[src/rtl/clock_gen.sv]
// clock_gen: timing and sequencing block for the multi-cycle RISC-V core.
// A programmable divider produces a tick every div_val+1 enabled cycles; each
// tick may step a five-phase sequencer (FETCH..WRITEBACK), subject to stall
// and single-step gating. Only single-domain enables are produced.
//
// Ports:
//   clk          system clock, rising edge
//   rst          synchronous active-high reset
//   en           global run enable (0 freezes divider and sequencer)
//   div_val      tick period minus one
//   stall        hold current phase, divider keeps running
//   step_mode    1 = advance only on a pending step request
//   step         step request, edge-detected internally
//   tick         one-cycle pulse per divider period
//   adv          pulse in the first cycle of a new phase
//   phase        encoded phase 0..4
//   phase_onehot bit i = (phase == i)
//   instr_done   pulse on entry to FETCH from WRITEBACK
//   instr_count  retired instructions, wraps
module clock_gen #(
  parameter int DIV_WIDTH = 8,
  parameter int CNT_WIDTH = 32
) (
  input  logic                 clk,
  input  logic                 rst,
  input  logic                 en,
  input  logic [DIV_WIDTH-1:0] div_val,
  input  logic                 stall,
  input  logic                 step_mode,
  input  logic                 step,
  output logic                 tick,
  output logic                 adv,
  output logic [2:0]           phase,
  output logic [4:0]           phase_onehot,
  output logic                 instr_done,
  output logic [CNT_WIDTH-1:0] instr_count
);

  typedef enum logic [2:0] {
    PH_FETCH     = 3'd0,
    PH_DECODE    = 3'd1,
    PH_EXECUTE   = 3'd2,
    PH_MEMORY    = 3'd3,
    PH_WRITEBACK = 3'd4
  } phase_e;

  logic [DIV_WIDTH-1:0] r_cnt;
  phase_e               r_phase;
  logic [4:0]           r_onehot;
  logic                 r_tick;
  logic                 r_adv;
  logic                 r_done;
  logic [CNT_WIDTH-1:0] r_count;
  logic                 r_step_pend;
  logic                 r_step_prev;

  logic                 w_wrap;
  logic                 w_rise;
  logic                 w_go;
  logic                 w_retire;
  phase_e               w_phase_nxt;
  logic [4:0]           w_onehot_nxt;

  // >= rather than == so a div_val lowered below cnt wraps immediately
  assign w_wrap   = en && (r_cnt >= div_val);
  assign w_rise   = step && !r_step_prev;
  // a pending step only gates the advance in step mode; it is kept otherwise
  assign w_go     = w_wrap && !stall && (!step_mode || r_step_pend);
  assign w_retire = w_go && (r_phase == PH_WRITEBACK);

  always_comb begin
    w_phase_nxt  = r_phase;
    w_onehot_nxt = r_onehot;
    if (w_go) begin
      case (r_phase)
        PH_FETCH:   w_phase_nxt = PH_DECODE;
        PH_DECODE:  w_phase_nxt = PH_EXECUTE;
        PH_EXECUTE: w_phase_nxt = PH_MEMORY;
        PH_MEMORY:  w_phase_nxt = PH_WRITEBACK;
        default:    w_phase_nxt = PH_FETCH;  // WRITEBACK and illegal 5..7
      endcase
      case (w_phase_nxt)
        PH_FETCH:     w_onehot_nxt = 5'b00001;
        PH_DECODE:    w_onehot_nxt = 5'b00010;
        PH_EXECUTE:   w_onehot_nxt = 5'b00100;
        PH_MEMORY:    w_onehot_nxt = 5'b01000;
        PH_WRITEBACK: w_onehot_nxt = 5'b10000;
        default:      w_onehot_nxt = 5'b00000;
      endcase
    end
  end

  always_ff @(posedge clk) begin
    if (rst) begin
      r_phase  <= PH_FETCH;
      r_onehot <= 5'b00001;
    end else begin
      r_phase  <= w_phase_nxt;
      r_onehot <= w_onehot_nxt;
    end
  end

  always_ff @(posedge clk) begin
    if (rst) begin
      r_cnt       <= '0;
      r_tick      <= 1'b0;
      r_adv       <= 1'b0;
      r_done      <= 1'b0;
      r_count     <= '0;
      r_step_pend <= 1'b0;
      r_step_prev <= 1'b0;
    end else begin
      if (w_wrap)  r_cnt <= '0;
      else if (en) r_cnt <= r_cnt + 1'b1;
      r_tick      <= w_wrap;
      r_adv       <= w_go;
      r_done      <= w_retire;
      if (w_retire) r_count <= r_count + 1'b1;
      r_step_prev <= step;
      // a fresh edge wins over consumption in the same cycle
      if (w_rise)                  r_step_pend <= 1'b1;
      else if (w_go && step_mode)  r_step_pend <= 1'b0;
    end
  end

  assign tick         = r_tick;
  assign adv          = r_adv;
  assign phase        = r_phase;
  assign phase_onehot = r_onehot;
  assign instr_done   = r_done;
  assign instr_count  = r_count;

endmodule

[config.mk]
export PLATFORM = sky130hd
export DESIGN_NAME = clock_gen
export DESIGN_NICKNAME = d
export VERILOG_FILES = /design/src/rtl/clock_gen.sv
export SDC_FILE = /design/constraint.sdc
export NUM_CORES = 1
export LEC_CHECK = 0
export ABC_AREA = 1
export CAP_MARGIN = 20
export CORE_UTILIZATION = 40
export CTS_BUF_LIST = sky130_fd_sc_hd__clkbuf_8
export CTS_CLUSTER_SIZE = 40
export DETAILED_ROUTE_END_ITERATION = 6
export PLACE_DENSITY = 0.72
export SYNTH_ARGS = -nofsm -noshare
export SYNTH_HDL_FRONTEND = slang
export SYNTH_SLANG_ARGS = --single-unit
[constraint.sdc]
create_clock -name clk -period 2.3 [get_ports clk]
set_clock_uncertainty 0.1 [all_clocks]
set_input_delay 0.46 -clock clk [delete_from_list [all_inputs] [get_ports clk]]
set_output_delay 0.46 -clock clk [all_outputs]
set_load 0.01 [all_outputs]
## After elaboration in Yosys (flattened, before gate mapping)

Index checks and enable logic that the tools add are counted.

| word-level totals | value |
|---|---|
| input port bits | 14 |
| word-level logic and storage cells | 39 |
| register bits | 53 |
| output and inout bits | 43 |

| cells by class | value |
|---|---|
| reductions and logical operators | 14 |
| muxes and demuxes | 5 |
| add/sub/neg operators | 2 |
| equal/unequal tests | 8 |
| $lt $le $gt $ge | 1 |

Operators by type and width:

| kind | number |
|---|---|
| 32-bit by 1-bit adder with 32-bit output, second input constant | 1 |
| 5-bit one-hot mux with 5 select lines | 1 |
| 3-bit by 2-bit equality test with 1-bit output, second input constant | 4 |
| 3-bit one-hot mux with 4 select lines | 1 |
| 8-bit by 1-bit adder with 8-bit output, second input constant | 1 |
| 8-bit >= comparator | 1 |
| 3-bit by 1-bit equality test with 1-bit output, second input constant | 2 |
| 3-bit equality test, second input constant | 2 |
| 1-bit logical AND | 6 |
| 3-bit zero test | 2 |
| 1-bit zero test | 3 |
| 3-bit two-way mux | 1 |
| 1-bit two-way mux | 2 |
| 2-bit nonzero test | 1 |
| 2-bit OR reduction | 1 |
| 1-bit logical OR | 1 |

## Logic depth before layout (Yosys ltp)

Gate-level depths: netlist of run 1.

| logic depth | value |
|---|---|
| depth after elaboration | 7 |
| mapped depth | 15 |

## Worst setup path before layout of run 1

No wires, ideal clock.

| timing | value |
|---|---|
| path kind | input to register |
| start | in div_val[7] |
| end | reg r_count[27], in the netlist instr_count[27] |
| arrival time | 1.752 ns |
| stages on the path | 11 |
| buffers on the path | 2 |
| data required time | 2.068 ns |
| setup slack | 0.316 ns |
| cells stage by stage | inv_1 ha_1 nand2_1 nor2_2 nand4_1 nand3_2 nand4_1 buf_6 clkbuf_8 o21ai_0 a21oi_1 |

| between the ends | value |
|---|---|
| longest elaborated chain between the ends | 5 |

Ends and longest elaborated chain:

| element | line | RTL |
|---|---|---|
| start: declaration | 27 | `input logic [DIV_WIDTH-1:0] div_val,` |
| 8-bit >= comparator | 65 | `assign w_wrap = en && (r_cnt >= div_val);` |
| 1-bit logical AND | 65 |  |
| 1-bit logical AND (2 in series) | 68 | `assign w_go = w_wrap && !stall && (!step_mode \|\| r_step_pend);` |
| 1-bit logical AND | 69 | `assign w_retire = w_go && (r_phase == PH_WRITEBACK);` |
| end signal: assignment | 118 | `if (w_retire) r_count <= r_count + 1'b1;` |
| end: declaration | 53 | `logic [CNT_WIDTH-1:0] r_count;` |

Every way passes these cells.
A chain may end at the register's enable or synchronous reset.

## Final worst setup path of run 1

| timing | value |
|---|---|
| start | in div_val[0] |
| end | reg r_count[11], in the netlist instr_count[11] |

The elaborated chain is that of the path after synthesis.

==> results of run 1 <==
-- through the flow --
stage | worst slack, ns | instance area (um2) | cells | hold WS (ns) | utilization (%)
floorplan | 0.316 | 3180 | 465 | 0.308 | -
global placement | -0.246 | 3900 | 620 | 0.311 | 50.5
detailed placement | -0.323 | 3900 | 620 | 0.321 | 50.5
CTS | 0.00232 | 4030 | 628 | 0.334 | 52.2
global route | 0.0693 | 4220 | 631 | 0.354 | 54.6
finish | 0.173 | 4220 | 631 | 0.329 | 54.6
-- cell usage after synthesis, drive strengths merged --
cell,count
a21o,1
a21oi,40
buf,9
clkbuf,9
clkinv,1
dfxtp,53
ha,10
inv,40
nand2,110
nand3,44
nand3b,9
nand4,7
nor2,62
nor3,10
nor3b,2
o211ai,1
o21ai,33
o22ai,1
xnor2,5
xor2,18
-- critical path: stages --
cell	delay, ns
clkdlybuf4s50_1	0.40
ha_1	0.19
inv_1	0.05
nand2_1	0.04
nand2_1	0.06
nand2_1	0.05
nand2_1	0.05
nand2_1	0.06
nand3_2	0.09
nand4_1	0.20
buf_6	0.22
buf_8	0.14
o21ai_2	0.14
a21oi_2	0.07
-- kinds of logic (layout without fill, tap and decap cells) --
family                     count (synthesis)  count (layout)
xor gates and xnor gates                  23              23
and+or+nand+nor                          244             244
AOI/OAI and AO/OA                         76              76
DFF                                       53              53
adders and majority gates                 10              10
buffers and inverters                     59             123
-- path summary, 6_finish.rpt --
path | from | endpoint | slack [ns] | cells after the start
hold reg to reg | r_step_prev$_SDFF_PP0_ | r_step_pend$_SDFFE_PP0P_ | 0.33 | 1
setup reg to reg | r_cnt[0]$_SDFFE_PP0P_ | instr_count[11]$_SDFFE_PP0P_ | 0.27 | 14
setup / recovery | div_val[0] | instr_count[11]$_SDFFE_PP0P_ | 0.17 | 14
hold / removal | r_step_prev$_SDFF_PP0_ | r_step_pend$_SDFFE_PP0P_ | 0.33 | 1
-- area by class of cell --
| type | count | area, um2 |
|---|---|---|
| Clock buffer | 6 | 82.6 |
| Clock inverter | 2 | 33.8 |
| Fill cell | 725 | 3510 |
| Inverter | 41 | 154 |
| Multi-Input combinational cell | 353 | 1980 |
| Sequential cell | 53 | 1060 |
| Tap cell | 102 | 128 |
| Timing Repair Buffer | 74 | 783 |
-- cells in the final DEF, fill, tap and decap left out, types with 4 or more instances in the layout --
cell / count
ha_1: 4
a21oi_1: 37
nand3_1: 39
nor3_1: 8
nand2_2: 5
o21ai_2: 6
ha_4: 6
nand2_1: 104
nor2_1: 54
nand3_2: 4
nand4_1: 7
xor2_1: 18
inv_2: 9
o21ai_1: 15
o21ai_0: 12
nor2_2: 4
clkbuf_8: 6
clkdlybuf4s50_1: 49
dlymetal6s2s_1: 7
nand3b_1: 9
dfxtp_1: 53
buf_4: 11
inv_1: 32
xnor2_1: 5
-- what timing repair did --
action	in CTS	in global routing
resized for setup	5	55
pin swaps	3	12
endpoints found under the setup margin	1	43
buffers inserted	0	1
gates cloned	0	2
-- registers in the layout (all words and copies together) (netlist names) --
register,count
adv,1
instr_count,32
phase_onehot,5
tick,1
r_step_prev,1
phase,3
r_cnt,8
instr_done,1
r_step_pend,1
-- where the power goes --
group	internal [mW]	switching, mW	leakage, nW
clock	0.351	0.306	0.0626
sequential	0.922	0.00440	0.428
combinational	0.0450	0.0510	1.11
total	1.32	0.362	1.60
-- metal layers --
layer  up-vias  GRT usage, %  wire length [um]
met3        14          3.35               439
li1       1645             -                 -
met5         -             0                 0
met2       103          34.3              3910
met1      1466          27.9              4040
met4         0          5.03               116
==> metrics, run 1 <==
Post-Synthesis Mean Instance Area=6.85 um2; first-pass GRT wire length=14.1 mm; critical path capture point type=flop; sum of internal, switching and leakage power=1.68 mW; drt drc=0; Detail Route Antenna Nets=0; row count=32; Warnings, synthesis=0; run status=completed; total of hold buffers inserted after clock tree synthesis=0; XOR/XNOR Fraction of Synth Area=under 10%; final routed wirelength across all metal layers=between 8 and 9 mm; port bufs=56; Max Cap Violations=0; crit path DAT=~2.2 ns; mux contribution to synthesized area=0%; maximum fanout along the worst path=8; Num Clock Sinks=53; DP HPWL=~6.3 mm; Synth area leaders=dfxtp_1 (33%), nand2_1 (12%), nor2_1 (6.4%); worst hold path class=reg -> reg; share of the synthesized area in the top cell type=around 33%; Worst-Skew Late Latency=a little over 0.3 ns; number of cells produced by synthesis=~470; path type of the worst setup path=in -> reg; WP data required=roughly 2.4 ns; Synth cell types=31; power density relative to cell area=398 mW/mm2; gr usage total=20.7%; period utilisation layout=between 90% and 100%; share of post-route cells with drive strength above 1=13.2%; maximum clock path buffer count=2; count of endpoints failing setup in the final report=0; total leakage power=1.60 nW; final max-slew violation count=0; Fmax achieved=~0.47 GHz; fraction of the yosys area taken by sequential cells=33.3%; setup repair after global routing missed its margin=no; number of placed I/O pins=57; minimum period implied by the final worst setup slack=around 2.1 ns; nets in the synthesized netlist=approximately 490; first-iteration detailed-routing DRC count=approximately 160; die outline height=slightly above 90 um; tightest slew margin relative to the limit=between 70% and 80%; effective utilization at floorplan=approximately two fifths; number of vias per cell=5.12; startpoint types=input pin; via count=between 3000 and 4000; Layout Area Growth over Synthesis=32.5%; antenna violations before repair=0; post-CTS clock slew at the launch and capture registers of the worst setup and hold paths=0.09 ns; cell type contributing the most total cell area after synthesis=dfxtp_1; number of flip-flops and latches in the synthesized netlist=53; Root Buffer Master=clkbuf_8; placer's final routability congestion estimate=between 0.9 and 1; maximum vdd ir drop=~0.00033 V; largest family of logic cells by synthesized area=simple AND/OR/NAND/NOR gates; Setup TNS=0 ns; area of the core=0.00773 mm2; number of antenna repair diodes=0; number of buffers added by the clock tree synthesis step=5; transition time of the tightest slew-check pin=around 0.38 ns; vias in the first global route=between 2000 and 3000; post-synthesis adder-cell area fraction=under 10%; largest net degree at the start of global routing=32; final net count=between 500 and 600; Hold Fails Final Rpt=0; average wire length per cell after detail routing=~13 um; simple-gate share of the synthesized area=between 30 and 40%; summed instance area of the synthesized netlist=~0.0032 mm2; Clock H-tree levels=2; post-synthesis compound-gate area fraction=between 10% and 20%; Horiz. Die Dim=slightly above 90 um; total congestion overflow=0; number of detailed-routing iterations run before antenna repair=5; area of the die=around 0.0083 mm2; CTS tree=built
Power figures use the tool's default switching activity.
==> inputs of run 2 (changes only) <==
GPL_ROUTABILITY_DRIVEN = 0   (was not set)
==> run 2 against run 1 <==
  * The flow now finishes with violations (DRC)
  * Combinational power increased by 0.6%
  * Non-clock buffer count rose by 2
  * First-iteration DRC count grew 37%
  * Critical path depth is 3 higher
  * Register-to-register slack worse by 0.02 ns
==> metrics, run 2 (same netlist as run 1, synthesis figures left out) <==
path type of the worst setup path=in -> reg; Worst Reg2Reg Path Length in Cells=13; transition time of the tightest slew-check pin=approximately 0.37 ns; drt drc=1; number of placed I/O pins=57; first-iteration detailed-routing DRC count=215; number of buffers added by the clock tree synthesis step=5; Num Clock Sinks=53; power density relative to cell area=between 400 and 500 mW/mm2; Clock H-tree levels=2; Detail Route Antenna Nets=0; total leakage power=about 1.6 nW; Root Buffer Master=clkbuf_8; Layout Area Growth over Synthesis=32.3%; count of endpoints failing setup in the final report=0; Horiz. Die Dim=roughly 91 um; register-to-register setup slack=0.25 ns; run status=complete, but fails checks; Fmax achieved=around 0.48 GHz; violations in the final reports=DRC; commonest cells after routing, fill and taps aside=nand2_1 (104), nor2_1 (54), dfxtp_1 (53); post-CTS clock slew at the launch and capture registers of the worst setup and hold paths=roughly 0.09 ns; setup repair after global routing missed its margin=no; Max Cap Violations=0; total congestion overflow=0; Setup TNS=0 ns; sum of internal, switching and leakage power=~1.7 mW; final net count=554; largest net degree at the start of global routing=31; worst hold path class=reg -> reg; row count=32; startpoint types=input pin; period utilisation layout=90.9%; first-pass GRT wire length=between 10 and 15 mm; minimum period implied by the final worst setup slack=about 2.1 ns; number of detailed-routing iterations run before antenna repair=7; effective utilization at floorplan=around two fifths; maximum fanout along the worst path=7; maximum clock path buffer count=2; area of the core=0.00773 mm2; Hold Fails Final Rpt=0; final routed wirelength across all metal layers=roughly 8.7 mm; die outline height=91.2 um; hold depth=1; critical path capture point type=flop; Worst-Skew Late Latency=0.31 ns; number of flip-flops under the largest register name=32; DP HPWL=~6.0 mm; maximum vdd ir drop=0.000251 V; average wire length per cell after detail routing=approximately 14 um; gr usage total=20.6%; via count=around 3300; WP data required=roughly 2.5 ns; most common cell after layout, fill and taps aside=nand2_1; tightest slew margin relative to the limit=roughly three quarters; number of vias per cell=about 5.2; CTS tree=built; number of antenna repair diodes=0; antenna violations before repair=0; port bufs=56; final max-slew violation count=0; share of post-route cells with drive strength above 1=about an eighth; vias in the first global route=slightly above 3000; area of the die=between 0.008 and 0.009 mm2; crit path DAT=roughly 2.3 ns
-- run 2: changes by cell type in the layout (fill, tap and decap cells not counted), moves of 2 or more --
cell	delta
a21oi_2	-3
o21ai_0	+19
a21oi_1	+3
o21ai_1	-13
buf_6	+2
clkbuf_16	+2
o21ai_2	-6
-- run 2: path summary, 6_finish.rpt --
check | end | from
worst max-delay path | phase[1]$_SDFFE_PP0P_ | div_val[0]
worst min-delay path | r_step_pend$_SDFFE_PP0P_ | r_step_prev$_SDFF_PP0_
worst max register to register | phase[1]$_SDFFE_PP0P_ | r_cnt[5]$_SDFFE_PP0P_
worst min register to register | r_step_pend$_SDFFE_PP0P_ | r_step_prev$_SDFF_PP0_
-- run 2: where the power goes --
part	total, mW	switching, mW	internal [mW]	leakage [nW]
sequential	0.927	0.00452	0.922	0.428
combinational	0.0966	0.0507	0.0460	1.12
clock	0.667	0.313	0.354	0.0574
total	1.69	0.369	1.32	1.61
-- run 2: cell type report --
class,instances,area [um2]
Clock buffer,6,82.6
Clock inverter,2,37.5
Inverter,41,154
Timing Repair Buffer,76,821
Sequential cell,53,1060
Multi-Input combinational cell,353,1930
Fill cell,735,3510
Tap cell,102,128
-- run 2: what timing repair did --
| item | 4_1_cts | 5_1_grt |
|---|---|---|
| resized for setup | 0 | 28 |
| endpoints found under the setup margin | 0 | 40 |
| setup buffers | 0 | 1 |
| hold buffers | 0 | 0 |
-- run 2: through the flow --
| stage | cells | instance area [um2] | utilization, % | hold WS, ns | setup slack [ns] |
|---|---|---|---|---|---|
| 3_5_place_dp | 620 | 3890 | 50.3 | 0.326 | -0.309 |
| 5_1_grt | 633 | 4210 | 54.5 | 0.344 | 0.0986 |
| 3_3_place_gp | 620 | 3890 | 50.3 | 0.311 | -0.231 |
| 4_1_cts | 628 | 4010 | 51.9 | 0.339 | 0.0183 |
| 2_1_floorplan | 465 | 3180 | - | 0.308 | 0.316 |
| 6_report | 633 | 4210 | 54.5 | 0.335 | 0.210 |
-- run 2: routing by layer --
metal / GRT usage (%) / vias up / share of wire [%]
met4: 7.54 / 0 / 3.1
met1: 26.7 / 1501 / 45
met3: 4.19 / 29 / 6.1
met5: 0 / - / 0
li1: - / 1647 / -
met2: 33.6 / 119 / 46
-- run 2: critical path: stages --
cell	delay, ns
clkdlybuf4s50_1	0.40
ha_1	0.19
inv_1	0.05
nand2_1	0.04
nand2_1	0.06
nand2_1	0.05
nand2_1	0.05
nand2_1	0.05
nand3_2	0.09
buf_6	0.11
nand3_4	0.08
nor2_8	0.21
buf_6	0.16
nand2_2	0.05
nand2_1	0.07
nand2_1	0.05
nor2_1	0.09
